$ cat src/rtl/tank_pkg.sv
`default_nettype none
// ============================================================================
// Module   : tank_pkg
// Brief    : Shared types and constants for the reservoir plant model.
// Revision : 1.0 - initial release
// ============================================================================
package tank_pkg;

  localparam int TANK_W = 8;

  typedef enum logic [1:0] {
    EMPTY  = 2'd0,
    LOW    = 2'd1,
    NORMAL = 2'd2,
    FULL   = 2'd3
  } tank_state_t;

  // Legal {h,m,l} codes, ordered by rising level.
  localparam logic [2:0] SENSOR_CODE [4] = '{3'b000, 3'b001, 3'b011, 3'b111};

  function automatic tank_state_t classifyLevel(input int lvl, input int lowTh, input int cap);
    if (lvl == 0)          return EMPTY;
    else if (lvl < lowTh)  return LOW;
    else if (lvl < cap)    return NORMAL;
    else                   return FULL;
  endfunction

endpackage
`default_nettype wire

$ cat src/rtl/tank_level_sim_tick_gen.sv
`default_nettype none
// ============================================================================
// Module   : tick_gen
// Brief    : Divides clk by TICK_DIV, producing a one-cycle tick strobe.
// Revision : 1.0 - initial release
// ============================================================================
module tick_gen #(
  parameter int TICK_DIV = 4
) (
  input  logic clk,
  input  logic rst,
  output logic tick
);

  localparam int            c_cntW = (TICK_DIV > 1) ? $clog2(TICK_DIV) : 1;
  localparam logic [c_cntW-1:0] c_last = c_cntW'(TICK_DIV - 1);

  logic [c_cntW-1:0] r_tickCnt;

  assign tick = (r_tickCnt == c_last);

  always_ff @(posedge clk) begin
    if (rst)       r_tickCnt <= '0;
    else if (tick) r_tickCnt <= '0;
    else           r_tickCnt <= r_tickCnt + 1'b1;
  end

endmodule
`default_nettype wire

$ cat src/rtl/tank_level_sim.sv
`default_nettype none
// ============================================================================
// Module   : tank_level_sim
// Brief    : Tank volume integrator driving h/m/l level sensors and a state
//            class. TANK_SENSOR_HYST_EN enables hysteretic sensor bits.
// Revision : 1.0 - initial release
// ============================================================================
module tank_level_sim
  import tank_pkg::*;
#(
  parameter int W          = TANK_W,
  parameter int CAP        = 255,
  parameter int INIT_LEVEL = 0,
  parameter int TICK_DIV   = 4,
  parameter int FILL_RATE  = 4,
  parameter int DRIP_RATE  = 1,
  parameter int SPRAY_RATE = 3,
  parameter int L_TH       = 64,
  parameter int M_TH       = 128,
  parameter int H_TH       = 192,
  parameter int HYST       = 8
) (
  input  logic         clk,
  input  logic         rst,
  input  logic         ve,
  input  logic         got,
  input  logic         asp,
  output logic         h,
  output logic         m,
  output logic         l,
  output logic [W-1:0] level,
  output logic [1:0]   state,
  output logic         ovf,
  output logic         dry
);

  localparam logic signed [W+1:0] c_fill  = (W+2)'(FILL_RATE);
  localparam logic signed [W+1:0] c_drip  = (W+2)'(DRIP_RATE);
  localparam logic signed [W+1:0] c_spray = (W+2)'(SPRAY_RATE);
  localparam logic signed [W+1:0] c_cap   = (W+2)'(CAP);
  localparam int                  c_th [3] = '{L_TH, M_TH, H_TH};

  generate
    if (!(L_TH > 0 && L_TH < M_TH && M_TH < H_TH && H_TH <= CAP &&
          CAP < (2 ** W) && HYST < L_TH && TICK_DIV >= 1)) begin : g_badCfg
      $error("tank_level_sim: inconsistent parameter set");
    end
  endgenerate

  logic                w_tick;
  logic signed [W+1:0] w_sum;
  logic [W-1:0]        r_level;
  logic                r_ovf;
  logic                r_dry;
  tank_state_t         r_state;
  logic [2:0]          w_sens;

  tick_gen #(
    .TICK_DIV (TICK_DIV)
  ) u_tickGen (
    .clk  (clk),
    .rst  (rst),
    .tick (w_tick)
  );

  // Net change is additive; two guard bits keep the sign and the overshoot.
  assign w_sum = $signed({2'b00, r_level})
               + (ve  ? c_fill  : '0)
               - (got ? c_drip  : '0)
               - (asp ? c_spray : '0);

  always_ff @(posedge clk) begin
    if (rst) begin
      r_level <= W'(INIT_LEVEL);
      r_ovf   <= 1'b0;
      r_dry   <= 1'b0;
    end else begin
      r_ovf <= 1'b0;
      r_dry <= 1'b0;
      if (w_tick) begin
        if (w_sum > c_cap) begin
          r_level <= W'(CAP);
          r_ovf   <= 1'b1;
        end else if (w_sum < 0) begin
          r_level <= '0;
          r_dry   <= 1'b1;
        end else begin
          r_level <= w_sum[W-1:0];
        end
      end
    end
  end

  always_ff @(posedge clk) begin
    if (rst) r_state <= classifyLevel(INIT_LEVEL, L_TH, CAP);
    else     r_state <= classifyLevel(int'(r_level), L_TH, CAP);
  end

  generate
    for (genvar i = 0; i < 3; i++) begin : g_sensor
      localparam logic [W-1:0] c_set   = W'(c_th[i]);
      localparam logic         c_rstVal = (INIT_LEVEL >= c_th[i]) ? 1'b1 : 1'b0;
      logic r_bit;
`ifdef TANK_SENSOR_HYST_EN
      // Clear point sits HYST below the set point, floored at zero.
      localparam logic [W-1:0] c_clr = W'((c_th[i] > HYST) ? (c_th[i] - HYST) : 0);
      always_ff @(posedge clk) begin
        if (rst)                    r_bit <= c_rstVal;
        else if (r_level >= c_set)  r_bit <= 1'b1;
        else if (r_level <  c_clr)  r_bit <= 1'b0;
      end
`else
      always_ff @(posedge clk) begin
        if (rst) r_bit <= c_rstVal;
        else     r_bit <= (r_level >= c_set);
      end
`endif
      assign w_sens[i] = r_bit;
    end
  endgenerate

  assign level = r_level;
  assign ovf   = r_ovf;
  assign dry   = r_dry;
  assign state = r_state;
  assign l     = w_sens[0];
  assign m     = w_sens[1];
  assign h     = w_sens[2];

endmodule
`default_nettype wire
$ cat config.mk
export PLATFORM = sky130hd
export DESIGN_NAME = tank_level_sim
export DESIGN_NICKNAME = d
export VERILOG_FILES = /design/src/rtl/tank_pkg.sv /design/src/rtl/tank_level_sim_tick_gen.sv /design/src/rtl/tank_level_sim.sv
export SDC_FILE = /design/constraint.sdc
export NUM_CORES = 1
export LEC_CHECK = 0
export BUFFER_PORTS_ARGS = -buffer_cell sky130_fd_sc_hd__buf_4
export CELL_PAD_IN_SITES_DETAIL_PLACEMENT = 0
export CELL_PAD_IN_SITES_GLOBAL_PLACEMENT = 1
export CORE_UTILIZATION = 40
export DETAILED_ROUTE_END_ITERATION = 16
export HOLD_SLACK_MARGIN = 0.08
export PLACE_DENSITY_LB_ADDON = 0.1
export SYNTH_ARGS = -nofsm -noshare
export SYNTH_HDL_FRONTEND = slang
export SYNTH_SLANG_ARGS = --single-unit
$ cat constraint.sdc
create_clock -name clk -period 2.95 [get_ports clk]
set_input_delay 0 -clock clk [delete_from_list [all_inputs] [get_ports clk]]
set_output_delay 0 -clock clk [all_outputs]
set_load 0.1 [all_outputs]
Word-level counts from Yosys, hierarchy flattened
Cells that the tools add are included.

$add $sub $neg: 4. Magnitude comparators: 7. Equal/unequal tests: 1. Multiplexer cells: 9. Bitwise logic cells: 1. Reductions and logical operators: 6.

Operators with widths (count): 8-bit greater-or-equal comparator, second input constant (2); 8-bit two-way mux (2); 10-bit by 9-bit > comparator with 1-bit output, second input constant (1); 10-bit by 1-bit < comparator with 1-bit output, second input constant (1); 10-bit by 2-bit subtractor with 10-bit output (1); 9-bit by 1-bit subtractor with 10-bit output (1); 8-bit by 3-bit adder with 9-bit output (1); 8-bit by 7-bit greater-or-equal comparator with 1-bit output, second input constant (1); 8-bit zero test (1); 8-bit by 7-bit < comparator with 1-bit output, second input constant (1); 8-bit < comparator, second input constant (1); 2-bit OR reduction (3); 3-bit OR reduction (2); 1-bit two-way mux (5); 3-bit two-way mux (1); 2-bit by 1-bit adder with 2-bit output, second input constant (1); 2-bit equality test, second input constant (1); 2-bit two-way mux (1); 1-bit inverter (1).

Bits in registers: 17. Input port bits: 5. Output and inout port bits: 15. Word-level logic and storage cells: 37.

Logic depth before layout (Yosys ltp)
Word-level depth: 7. Gate-level depth with buffers: 11. Depth with buffers taken out: 11.

Cells and area by module
A second synthesis with hierarchy kept.

Cells, all modules: 114. Area, all modules: 1062.3 sq um.

By module, submodules not included: tank_level_sim (instances 1, cells an instance 109, area each 987.2 sq um, sequential area each 300.3 sq um); tick_gen (instances 1, cells an instance 5, area each 75.1 sq um, sequential area each 40.0 sq um).

Worst setup path after synthesis
No wires, ideal clock.

Path kind: flip-flop to flip-flop. Start point: register r_level[0], in the netlist level[0]. End point: register r_level[7], in the netlist level[7]. Library setup time: 0.118 ns. Arrival: 2.983 ns. Data required time: 2.832 ns. Path slack: -0.151 ns. Cell stages (with the launch flop): 11. Path buffers: 0. Period minus slack after synthesis: 3.101 ns. Cell sequence: dfxtp_1 fa_1 fa_1 ha_1 inv_1 fa_1 nor2b_1 o211a_1 o311ai_4 o21ai_1 a22o_1.

Cells in the longest elaborated chain, start to end: 6. Elaborated cells between the ends (all ways): 7. Classes of those cells: add/sub (3); order compare (2); mux (2).

RTL lines: start: declaration (RTL line tank_level_sim.sv:52) `logic [W-1:0] r_level;`; start signal: assignment (RTL line tank_level_sim.sv:74) `r_level <= W'(INIT_LEVEL);`; start signal: assignment (RTL line tank_level_sim.sv:82) `r_level <= W'(CAP);`; start signal: assignment (RTL line tank_level_sim.sv:88) `r_level <= w_sum[W-1:0];`; 8-bit by 3-bit adder with 9-bit output * (RTL line tank_level_sim.sv:68) `+ (ve ? c_fill : '0)`; 9-bit by 1-bit subtractor with 10-bit output * (RTL line tank_level_sim.sv:69) `- (got ? c_drip : '0)`; 10-bit by 2-bit subtractor with 10-bit output * (RTL line tank_level_sim.sv:70) `- (asp ? c_spray : '0);`; 10-bit by 1-bit < comparator with 1-bit output (RTL line tank_level_sim.sv:84) `end else if (w_sum < 0) begin`; 8-bit two-way mux (RTL line tank_level_sim.sv:84); 8-bit two-way mux * (RTL line tank_level_sim.sv:81) `if (w_sum > c_cap) begin`.

Every way passes the cells marked *; elsewhere a longest branch is shown, timed or not. A chain may end at the register's enable or synchronous reset.

Worst setup path in the final report
Same ends and word-level chain as after synthesis.

==> impl_metrics.toml <==
[drt]
wire_per_inst_um = 12.9
avgViaCountPerCell = 5.11
ant_nets = 0
drc = 0
routed-via-count = 873
routed_wl_um = 2210
drt_first_pass_iters = 4
drtIter0Drc = 18

[setup_path]
critPathMaxFanout = 5
start_kind = "flip-flop"
critPathTopFamily = "adder cells"
path_buf_inv = 2
crit_type = "flip-flop to flip-flop"
crit_slowest_cell = "fa_1"
regToRegSetupSlack_ns = 0.19
worst_setup_path_end_kind = "flip-flop"
required_ns = 3.13
slowest_delay_ns = 0.39
worstPathCellList = "fa_1 > fa_1 > ha_1 > inv_1 > fa_1 > nor2b_1 > o211a_1 > o311ai_4 > buf_4 > o21ai_1 > a22o_1"
crit_top_cell = "fa_1"
cp.arrival_ns = 2.94

[synthesis]
ys_seq_area_share_pct = 32.2
synth_top_area_share_pct = 32.2
synthFlopType = "dfxtp_1"
synthCells = 116
synth.most_common_cell = "dfxtp_1"
synth-edff-count = 0
synth_area_leaders = "dfxtp_1 (32%), ha_1 (17%), fa_1 (5.7%)"
synth.distinct_cells = 30
synth_seq_cells = 17
async_flop_share_pct = 0
synth.net_count = 138
ys_warn_count = 0
synth_area_um2 = 1060
synth_common_cells = "dfxtp_1 (17), ha_1 (14), inv_1 (13), nor2_1 (10), nand2_1 (8)"
syn_area_per_cell_um2 = 9.11
yosys.area.top_type = "dfxtp_1"

[sta]
worst_slack_ns = 0.189
drv_slew = 0
hold_viol = 0
finalClockSkew_ns = 0.00984
min_period_ns = 2.76
setup_violations = 0
whs_ns = 0.249
timing.fmax_ghz = 0.362
worst_pin_slew_ns = 0.584
worst_slew_margin_rel_pct = 60.9
fin_crit_sh_pct = 93.6
rsz0062_at_grt = "false"
setup_tns_ns = 0

[final_layout]
drive_above_1_share_pct = 19.9
ff_latch_area_um2 = 343
final_util_pct = 52.0
n_antenna_cell = 0
fin_cells = 171
multi_input_area_um2 = 664
fillers = 249
design_area_um2 = 1290
finish.net_count = 164
synthToLayoutAreaGrowth_pct = 21.9

[floorplan]
die_y_um = 53.4
io_pins = 20
die-area_um2 = 2850
initial_utilization_pct = 42.7
fp.dieW_um = 53.4
core-area_um2 = 2480
rows = 18

[place]
post-place-ws_ns = 0.123
gp_congestion = 0.796
portBuffers = 19
dpl.hpwl_um = 1750
dpl_cell_area_um2 = 1240
placed_cells = 164

[clock_network]
path_clk_slew_ns = 0.10
cts_tree = "built"
htreeDepth = 1
max-clock-path-buffers = 2
cts_sinks = 17
ctsResizeCount = 0
insertion_delay_ns = 0.29
root_buffer = "clkbuf_4"
cts_buffers = 3

[power]
leakagePower_nw = 0.589
p_per_area_nw_per_um2 = 517
irDropWorstVdd_mv = 0.310
finalPower_uw = 666

[flow_run]
maxCapViolations = 0

[global_route]
grt_usage_pct = 17.2
grt_max_degree = 11
grt_pass1_vias = 786
grt_pass1_wl_um = 3510
antenna_found_initial = 0
grt_overflow = 0

[outcome]
status = "complete, no violations"

[worst_hold_path]
hold_class = "input pin to flip-flop"
==> tightest hold or removal path, stage by stage <==
cell and delay [ns]:
buf_4 0.10, inv_1 0.09, fa_1 0.18, nor2b_1 0.05
o21ai_1 0.09
==> repair_timing <==
action | in CTS | in global routing
buffers inserted | 0 | 2
hold buffers | 1 | 0
hold endpoints to repair | 7 | 0
setup endpoints to repair | 0 | 4
==> path summary, 6_finish.rpt <==
kind                           from                     end  cells past startpoint
min reg2reg  u_tickGen.r_tickCnt[0]  u_tickGen.r_tickCnt[0]                      1
min                             got                level[0]                      5
max                        level[0]                level[7]                     11
max reg2reg                level[0]                level[7]                     11
==> power breakdown <==
group	leakage (nW)	switching, mW	internal [mW]	total (mW)
sequential	0.139	0.0128	0.244	0.257
combinational	0.433	0.183	0.105	0.288
clock	0.0177	0.0707	0.0504	0.121
total	0.589	0.267	0.400	0.666
==> cells by family after synthesis <==
group	after synthesis	share of synthesized area, %
buffers and inverters	14	4.97
XOR/XNOR	1	0.829
adder cells (fa/ha/maj)	17	22.2
AO/OA/AOI/OAI	31	22.4
AND/OR/NAND/NOR	36	17.4
flip-flops	17	32.2
==> state kept, by name (all words and copies together), names as in the netlist <==
name and flops:
dry 1, state 2, level 8, ovf 1
h 1, m 1, u_tickGen.r_tickCnt 2, l 1
==> per-layer routing <==
metal | global-route usage (%) | share of wire [%]
met1 | 22.5 | 49
met2 | 28.5 | 47
met3 | 2.59 | 3.4
met4 | 5.26 | 0
met5 | 0 | 0
==> cell type report <==
cell class	instances	area share [%]
Clock buffer	3	1.75
Multi-Input combinational cell	85	51.6
Clock inverter	1	0.388
Tap cell	30	2.91
Sequential cell	17	26.6
Timing Repair Buffer	22	13.0
Inverter	13	3.79
==> placed cells by master, fill, tap and decap left out, types with 2 or more instances in the layout <==
master / count
a211oi_1: 4
a21o_1: 2
a21oi_1: 4
a22o_1: 5
buf_4: 21
clkbuf_4: 3
dfxtp_1: 15
dfxtp_2: 2
fa_1: 3
ha_1: 14
inv_1: 13
nand2_1: 8
nand2b_1: 4
nor2_1: 10
nor2b_1: 6
nor3_1: 2
o211ai_1: 2
o21ai_1: 6
o21bai_1: 2
No activity file was read; power rests on OpenSTA's default activity.
